--- config.mk ---
export PLATFORM = sky130hd
export DESIGN_NAME = alu_ctrl_unit
export DESIGN_NICKNAME = d
export VERILOG_FILES = /design/src/rtl/alu_ctrl_unit.sv
export SDC_FILE = /design/constraint.sdc
export NUM_CORES = 1
export LEC_CHECK = 0
export ABC_AREA = 1
export BUFFER_PORTS_ARGS = -buffer_cell sky130_fd_sc_hd__buf_4
export CORE_MARGIN = 3
export CORE_UTILIZATION = 47
export CTS_BUF_LIST = sky130_fd_sc_hd__clkbuf_16
export CTS_CLUSTER_SIZE = 25
export DETAILED_ROUTE_END_ITERATION = 12
export HOLD_SLACK_MARGIN = 0.08
export PLACE_DENSITY = 0.75
export SYNTH_ARGS = -nofsm -noshare
export SYNTH_HDL_FRONTEND = slang
export SYNTH_SLANG_ARGS = --single-unit
--- constraint.sdc ---
create_clock -name clk -period 1.3 [get_ports clk]
set_clock_uncertainty 0.15 [all_clocks]
set_input_delay 0.065 -clock clk [delete_from_list [all_inputs] [get_ports clk]]
set_output_delay 0.065 -clock clk [all_outputs]
set_load 0.01 [all_outputs]
--- src/rtl/alu_ctrl_unit.sv ---
// alu_ctrl_unit
// Registered ALU control unit between instruction decode and the ALU.
// Decodes {alu_op, opcode} into an ALU control word, handshakes with
// valid/ready on both sides, and sequences multi-cycle opcodes by holding
// the control word while busy is high for MC_CYCLES-1 cycles.
//
// Ports:
//   clk, rst_n             clock (rising edge), async active-low reset
//   flush                  synchronous flush, returns to IDLE next cycle
//   in_valid / in_ready    upstream handshake
//   alu_op, opcode         op class from main control, instruction opcode
//   alu_ctrl               registered control word (loads only on accept)
//   alu_en                 ALU executes with alu_ctrl this cycle
//   busy                   multi-cycle op in progress
//   out_valid / out_ready  downstream handshake for the completed op
//   illegal                held op was an illegal encoding
//   err_cnt                saturating count of accepted illegal ops
module alu_ctrl_unit #(
  parameter int unsigned                   OPCODE_W  = 4,
  parameter int unsigned                   CNT_W     = 4,
  parameter logic [(2**OPCODE_W)-1:0]      MC_MASK   = 16'hC000,
  parameter int unsigned                   MC_CYCLES = 4,
  parameter int unsigned                   ERR_W     = 8
) (
  input  logic                clk,
  input  logic                rst_n,
  input  logic                flush,
  input  logic                in_valid,
  output logic                in_ready,
  input  logic [1:0]          alu_op,
  input  logic [OPCODE_W-1:0] opcode,
  output logic [CNT_W-1:0]    alu_ctrl,
  output logic                alu_en,
  output logic                busy,
  output logic                out_valid,
  input  logic                out_ready,
  output logic                illegal,
  output logic [ERR_W-1:0]    err_cnt
);

  // Counter holds remaining MC_RUN cycles after the current one.
  localparam int unsigned    CW        = (MC_CYCLES > 2) ? $clog2(MC_CYCLES - 1) : 1;
  localparam logic [CW-1:0]  CNT_LOAD  = CW'(MC_CYCLES - 2);
  localparam int unsigned    CTRL_SPAN = 2 ** CNT_W;

  typedef enum logic [1:0] {IDLE, MC_RUN, ISSUE} state_t;

  state_t          state_q, state_d;
  logic [CW-1:0]   cnt_q, cnt_d;
  logic [CNT_W-1:0] dec_ctrl;
  logic            dec_ill, dec_mc;
  logic            accept;
  int unsigned     op_u;

  // Decode of the op currently presented upstream.
  always_comb begin
    dec_ctrl = '0;
    dec_ill  = 1'b0;
    dec_mc   = 1'b0;
    op_u     = 32'(opcode);
    unique case (alu_op)
      2'b10: dec_ctrl = '0;
      2'b01: dec_ctrl = CNT_W'(1);
      2'b00: begin
        // Opcodes 0/1 are reserved; 2.. map onto control words 0..
        if (op_u >= 32'd2 && (op_u - 32'd2) < CTRL_SPAN) begin
          dec_ctrl = CNT_W'(op_u - 32'd2);
          dec_mc   = MC_MASK[opcode];
        end else begin
          dec_ill  = 1'b1;
        end
      end
      default: dec_ill = 1'b1;
    endcase
  end

  assign in_ready  = !flush && (state_q == IDLE || (state_q == ISSUE && out_ready));
  assign accept    = in_valid && in_ready;
  assign alu_en    = (state_q != IDLE);
  assign busy      = (state_q == MC_RUN);
  assign out_valid = (state_q == ISSUE);

  always_comb begin
    state_d = state_q;
    cnt_d   = cnt_q;
    unique case (state_q)
      IDLE: begin
        if (accept) begin
          state_d = dec_mc ? MC_RUN : ISSUE;
          cnt_d   = dec_mc ? CNT_LOAD : '0;
        end
      end
      MC_RUN: begin
        if (cnt_q == '0) state_d = ISSUE;
        else             cnt_d   = cnt_q - 1'b1;
      end
      ISSUE: begin
        if (out_ready) begin
          // Retire and load the next op on the same edge when one is offered.
          if (accept) begin
            state_d = dec_mc ? MC_RUN : ISSUE;
            cnt_d   = dec_mc ? CNT_LOAD : '0;
          end else begin
            state_d = IDLE;
          end
        end
      end
      default: state_d = IDLE;
    endcase
    if (flush) begin
      state_d = IDLE;
      cnt_d   = '0;
    end
  end

  always_ff @(posedge clk or negedge rst_n) begin
    if (!rst_n) begin
      state_q  <= IDLE;
      cnt_q    <= '0;
      alu_ctrl <= '0;
      illegal  <= 1'b0;
      err_cnt  <= '0;
    end else begin
      state_q <= state_d;
      cnt_q   <= cnt_d;
      if (accept) begin
        alu_ctrl <= dec_ctrl;
        illegal  <= dec_ill;
        if (dec_ill && err_cnt != '1) err_cnt <= err_cnt + 1'b1;
      end
    end
  end

endmodule

==> metrics.cfg, run 1 <==
[run]
max_cap_viol_count = 0

[drt]
ant_nets = 0
num_vias = 1352
wl_per_cell_um = 14.3
drt_wl_total_um = 3670
firstDrtPassIters = 4
drt_iter0_markers = 74
viasPerCell = 5.26
drc = 0

[worst_setup_path]
r2r_cells = 8
cp.required_ns = 1.33
worstSetupStartpoint = state_q[0]
cp.arrival_ns = 1.47
crit_end = state_q[1]
r2r_setup_slack_ns = -0.14
crit_fanout = 7
start_kind = flip-flop
rr_startpoint = state_q[0]
criticalPathCategory = reg2reg
r2r_end = state_q[1]
end_kind = flip-flop

[yosys]
synth_nets = 182
synth_cells = 163
syn_area_um2 = 1180
ys_types = 20
synth_area_per_cell_um2 = 7.22
ys_seq_elements = 17
ys_seq_area_frac = 0.361
yosys_warnings = 0

[layout]
final_util = 0.820
fillCellCount = 142
nets = 249
antenna_cells = 0
area_growth_pct = 60.0
multiInputGateArea_um2 = 729
sequential_cell_area_um2 = 427
drive_above_1_share = 0.424
final_common_cell = nand2_1
mostFrequentLayoutCells = nand2_1 (54), buf_4 (48), inv_1 (20)

[clocking]
clockBufferDepth = 2
cts_made_buffers = 3
clock_latency_ns = 0.25
clk_pin_slew_worst_paths_ns = 0.05
cts_max_level = 1
cts_root_buf = clkbuf_16
cts_sinks = 17
cts_tree = done

[floorplan]
die_h_um = 56.1
rows = 17
start_util = 0.513
die_area_um2 = 3140
core_um2 = 2300
pin_count = 28
die_x_um = 56.1

[pwr]
total_power_w = 0.00213
ir_drop_uv = 930
p_leak_nw = 1.05
p_seq_frac = 0.325
p_sw_w = 0.000697
switching_share = 0.327
combPwrFrac = 0.386
powerDensity_nw_per_um2 = 1130
power.share.clock = 0.289
p_int_w = 0.00143

[timing]
slew_headroom = 0.846
rsz0062_at_grt = yes
tightest_slew_ns = 0.232
period_share = 1.11
period_minus_slack_ns = 1.44
setup_viol = 20
timing.final.ws_setup_ns = -0.140
drv_slew = 0
max_freq_ghz = 0.694
final-hold-violation-count = 0

[global_route]
antenna_found_initial = 0
grt_pass1_vias = 1340
grt_remaining_overflow = 0
grt_pass1_wl_um = 5720
grt_max_degree = 18
grt_usage = 0.224

[placed_design]
portBuffers = 27
gp_congestion = 0.889
hpwl_um = 2170

[hold_path]
min-delay-path-class = in2reg

[status]
outcome = complete, but fails checks
violations = negative setup slack

==> how the worst min path moves through the flow <==
stage / start / to / slack [ns] / cells past startpoint
6_report: flush / state_q[0] / 0.11 / 4
5_1_grt: flush / cnt_q[0] / 0.14 / 4
4_1_cts: flush / cnt_q[0] / 0.08 / 4
3_5_place_dp: rst_n / cnt_q[1] / -0.20 / 1
3_3_place_gp: rst_n / cnt_q[0] / -0.21 / 1
2_1_floorplan: rst_n / alu_ctrl[0] / -0.38 / 0
==> synth_stat cells <==
cell | n | area (um^2)
nand3_4 | 1 | 17.5
nand2_2 | 2 | 12.5
nor2_4 | 3 | 33.8
nand3_2 | 1 | 10.0
nor2_2 | 2 | 12.5
o21ai_0 | 3 | 15.0
xor2_1 | 1 | 8.76
nand2_1 | 65 | 244
nand3_1 | 7 | 35.0
nand3b_1 | 2 | 15.0
inv_1 | 22 | 82.6
or2_1 | 1 | 6.26
nor3_1 | 1 | 5.00
dfrtp_1 | 17 | 425
nand4_1 | 11 | 68.8
ha_1 | 8 | 100
o21ai_2 | 2 | 17.5
inv_2 | 1 | 3.75
nor2_1 | 11 | 41.3
buf_6 | 2 | 22.5
==> worst max-delay path, stage by stage, from the launching register on <==
cell     delay (ns)
dfrtp_1        0.41
nor2_2         0.13
nand3_2        0.13
buf_6          0.17
nand2_1        0.06
nand2_1        0.04
nor2_1         0.11
nand2_1        0.09
nand2_1        0.07
==> power groups by stage <==
stage | Combinational, W | Sequential (W) | Clock (W)
final | 0.000821 | 0.000693 | 0.000615
after floorplan | 0.000252 | 0.000746 | 0
after global placement | 0.000686 | 0.000672 | 0
after CTS | 0.000750 | 0.000691 | 0.000617
after detailed placement | 0.000691 | 0.000681 | 0
after global routing | 0.000899 | 0.000702 | 0.000645
==> per-stage QoR <==
stage | instance area [um^2] | TNS [ns] | hold WS (ns) | worst slack (ns) | std cells
finish | 1880 | -1.84 | 0.112 | -0.140 | 257
global route | 1880 | -2.77 | 0.137 | -0.227 | 257
CTS | 1810 | -0.640 | 0.0826 | -0.0778 | 253
detailed placement | 1590 | -0.982 | -0.204 | -0.102 | 240
global placement | 1590 | -0.450 | -0.206 | -0.0706 | 240
floorplan | 1190 | -0.552 | -0.381 | -0.0728 | 163
==> sequential cells by signal (all words and copies together), names as in the netlist <==
register	cells
alu_ctrl	4
cnt_q	2
err_cnt	8
illegal	1
state_q	2
==> timing repair <==
item,in CTS,in global routing
pin swaps,7,4
gates cloned,1,0
setup buffers,4,3
gates resized for setup,18,17
endpoints found under the hold margin,19,1
hold buffers,4,1
endpoints found under the setup margin,20,19
==> logic make-up (layout without fill, tap and decap cells) <==
family,Yosys count,after routing,share of synthesized area
AO/OA/AOI/OAI,5,5,0.0276
XOR/XNOR,1,1,0.00744
AND/OR/NAND/NOR,107,108,0.426
flip-flops,17,17,0.361
buffers and inverters,25,90,0.0925
adder cells (fa/ha/maj),8,8,0.0850
==> area by class of cell <==
type	instances	share of cell area
well taps	28	0.0186
clock buffers	3	0.0398
multi-input cells	122	0.387
clock inverters	1	0.00199
repair buffers	63	0.278
flip-flops and latches	17	0.226
inverters	23	0.0485
==> per-layer routing <==
layer | track usage | share of wire | wire, um
met1 | 0.247 | 0.39 | 1420
met2 | 0.432 | 0.55 | 2040
met3 | 0.0232 | 0.047 | 173
met4 | 0.0847 | 0.010 | 38
met5 | 0 | 0 | 0
Power figures use the tool's default switching activity.
==> run 2, diff against run 1 <==
==> config.mk (replaced) <==
export PLATFORM = sky130hd
export DESIGN_NAME = alu_ctrl_unit
export DESIGN_NICKNAME = d
export VERILOG_FILES = /design/src/rtl/alu_ctrl_unit.sv
export SDC_FILE = /design/constraint.sdc
export NUM_CORES = 1
export LEC_CHECK = 0
export ABC_AREA = 1
export CORE_MARGIN = 3
export CORE_UTILIZATION = 50
export CTS_BUF_LIST = sky130_fd_sc_hd__clkbuf_16
export CTS_CLUSTER_SIZE = 25
export DETAILED_ROUTE_END_ITERATION = 12
export DONT_BUFFER_PORTS = 1
export HOLD_SLACK_MARGIN = 0.08
export PLACE_DENSITY = 0.69
export SYNTH_ARGS = -nofsm -noshare
export SYNTH_HDL_FRONTEND = slang
export SYNTH_SLANG_ARGS = --single-unit
==> constraint.sdc (replaced) <==
create_clock -name clk -period 1.3 [get_ports clk]
set_clock_uncertainty 0.15 [all_clocks]
set_input_delay 0.13 -clock clk [delete_from_list [all_inputs] [get_ports clk]]
set_output_delay 0.13 -clock clk [all_outputs]
set_load 0.01 [all_outputs]
==> metrics.cfg, run 2 (synthesis results as in run 1) <==
[worst_setup_path]
worstPathBufferInverterCount = 1  ; unchanged
crit_end = err_cnt[2]  ; was state_q[1]
start_kind = flip-flop  ; unchanged
end_kind = flip-flop  ; unchanged
cp.required_ns = 1.34  ; was 1.33 ns
criticalPathCategory = reg2reg  ; unchanged
crit_family = simple AND/OR/NAND/NOR gates  ; unchanged
r2r_setup_slack_ns = -0.12  ; was -0.14 ns
cp.arrival_ns = 1.46  ; was 1.47 ns
r2r_end = err_cnt[2]  ; was state_q[1]
crit_fanout = 4  ; was 7
r2r_cells = 6  ; was 8
path_cells = nor2_2, nand3_2, nor2_4, buf_4, nand4_1, nand2_1  ; was nor2_2, nand3_2, buf_6, nand2_1, nand2_1, nor2_1, nand2_1, nand2_1
cp.depth = 6  ; was 8
rr_startpoint = state_q[0]  ; unchanged
critPathSlowestCell = dfrtp_1  ; unchanged
slowest_delay_ns = 0.42  ; was 0.41 ns
worstSetupStartpoint = state_q[0]  ; unchanged

[floorplan]
rows = 16  ; was 17
die_h_um = 54.5  ; was 56.1 um
die_x_um = 54.5  ; was 56.1 um
start_util = 0.560  ; was 0.513
core_um2 = 2100  ; was 2300 um^2
die_area_um2 = 2970  ; was 3140 um^2
pin_count = 28  ; unchanged

[placed_design]
placedCellCount = 212  ; was 240
portBuffers = 0  ; was 27
gp_congestion = 0.787  ; was 0.889
hpwl_um = 2070  ; was 2170 um

[pwr]
p_sw_w = 0.000622  ; was 0.000697 W
p_seq_frac = 0.355  ; was 0.325
power.share.clock = 0.324  ; was 0.289
combPwrFrac = 0.321  ; was 0.386
powerDensity_nw_per_um2 = 1240  ; was 1130 nW/um^2
total_power_w = 0.00194  ; was 0.00213 W
ir_drop_uv = 1180  ; was 930 uV
p_leak_nw = 0.860  ; was 1.05 nW
p_int_w = 0.00131  ; was 0.00143 W
switching_share = 0.321  ; was 0.327

[clocking]
cts_sinks = 17  ; unchanged
cts_made_buffers = 3  ; unchanged
ctsHoldBuffers = 6  ; was 4
cts_tree = done  ; unchanged
clockBufferDepth = 2  ; unchanged
clk_pin_slew_worst_paths_ns = 0.05  ; about the same
clock_latency_ns = 0.25  ; about the same
cts_root_buf = clkbuf_16  ; unchanged
cts_max_level = 1  ; unchanged

[global_route]
grt_remaining_overflow = 0  ; unchanged
antenna_found_initial = 0  ; unchanged
grt_pass1_vias = 1032  ; was 1340
grt_pass1_wl_um = 4510  ; was 5720 um
grt_max_degree = 18  ; unchanged
grt_usage = 0.218  ; was 0.224

[layout]
drive_above_1_share = 0.240  ; was 0.424
final_common_cell = nand2_1  ; unchanged
fillCellCount = 168  ; was 142
reg_top3 = err_cnt: 8 flops, alu_ctrl: 4 flops  ; unchanged
nets = 216  ; was 249
mostFrequentLayoutCells = nand2_1 (63), inv_1 (21), buf_4 (21)  ; was nand2_1 (54), buf_4 (48), inv_1 (20)
largest_reg_flops = 8  ; unchanged
fin_cells = 223  ; was 257
antenna_cells = 0  ; unchanged
area_growth_pct = 32.1  ; was 60.0%
regMostFlops = err_cnt  ; unchanged
final_util = 0.740  ; was 0.820

[timing]
final-hold-violation-count = 0  ; unchanged
slew_headroom = 0.466  ; was 0.846
timing.final.ws_setup_ns = -0.121  ; was -0.140 ns
period_share = 1.09  ; was 1.11
tightest_slew_ns = 0.798  ; was 0.232 ns
period_minus_slack_ns = 1.42  ; was 1.44 ns
rsz0062_at_grt = yes  ; unchanged
drv_slew = 0  ; unchanged
max_freq_ghz = 0.704  ; was 0.694 GHz
setup_viol = 19  ; was 20

[drt]
drt_wl_total_um = 2870  ; was 3670 um
firstDrtPassIters = 5  ; was 4
num_vias = 1137  ; was 1352
wl_per_cell_um = 12.9  ; was 14.3 um
viasPerCell = 5.10  ; was 5.26
drt_iter0_markers = 15  ; was 74
ant_nets = 0  ; unchanged
drc = 0  ; unchanged

[run]
max_cap_viol_count = 0  ; unchanged

[status]
outcome = complete, but fails checks  ; unchanged
violations = negative setup slack  ; unchanged

[hold_path]
min-delay-path-class = in2reg  ; unchanged
min_from = flush  ; unchanged

==> run 2: cell types whose count changed in the layout (fill, tap and decap cells not counted), moves of 2 or more <==
cell,change
nor2_2,-4
nand2_2,-9
nor2_1,+4
inv_4,-2
buf_6,-6
nand2_1,+9
buf_4,-27
==> run 2: what timing repair did <==
item                                   CTS  global route
pin swaps                                4             3
setup buffers                            1             0
endpoints found under the hold margin   24             2
setup endpoints to repair               21            21
resized for setup                        3             4
==> run 2: worst min path at each step <==
stage | to | slack, ns | cells past startpoint
after detailed placement | state_q[0] | -0.32 | 0
final | cnt_q[1] | 0.04 | 5
after CTS | cnt_q[1] | 0.04 | 5
after floorplan | alu_ctrl[0] | -0.32 | 0
after global placement | state_q[0] | -0.32 | 0
after global routing | cnt_q[1] | 0.07 | 5
==> run 2: cell type report <==
cell class	count	area (um^2)	area share
Multi-Input combinational cell	121	666	0.428
Tap cell	27	33.8	0.0217
Inverter	23	86.3	0.0555
Timing Repair Buffer	31	263	0.169
Clock inverter	1	5.00	0.00322
Sequential cell	17	427	0.274
Clock buffer	3	75.1	0.0483
==> run 2: worst min-delay path: stages <==
cell and delay (ns):
nor2_1 0.04, nand2_2 0.07, o21ai_2 0.06, nand2_1 0.06, nand2_1 0.04
==> run 2: through the flow <==
stage	setup TNS (ns)	hold WS, ns	cell area [um^2]	setup WS (ns)
finish	-1.65	0.0360	1560	-0.121
global route	-3.26	0.0689	1560	-0.223
CTS	-1.50	0.0381	1540	-0.109
detailed placement	-1.60	-0.315	1390	-0.123
global placement	-1.21	-0.315	1390	-0.0963
floorplan	-0.552	-0.316	1200	-0.0728
==> run 2: metal layers <==
metal	part of all wire	wire length (um)	vias up	track usage
li1	-	-	584	-
met3	0.040	114	4	0.0463
met5	0	0	-	0
met4	0.019	55	0	0.0996
met1	0.42	1200	527	0.266
met2	0.52	1500	22	0.367
==> run 2: power by group through the flow <==
stage / Sequential [W] / Clock (W) / Combinational, W
2_1_floorplan: 0.000746 / 0 / 0.000254
3_3_place_gp: 0.000691 / 0 / 0.000570
3_5_place_dp: 0.000694 / 0 / 0.000575
4_1_cts: 0.000686 / 0.000635 / 0.000614
5_1_grt: 0.000699 / 0.000663 / 0.000685
6_report: 0.000687 / 0.000627 / 0.000622
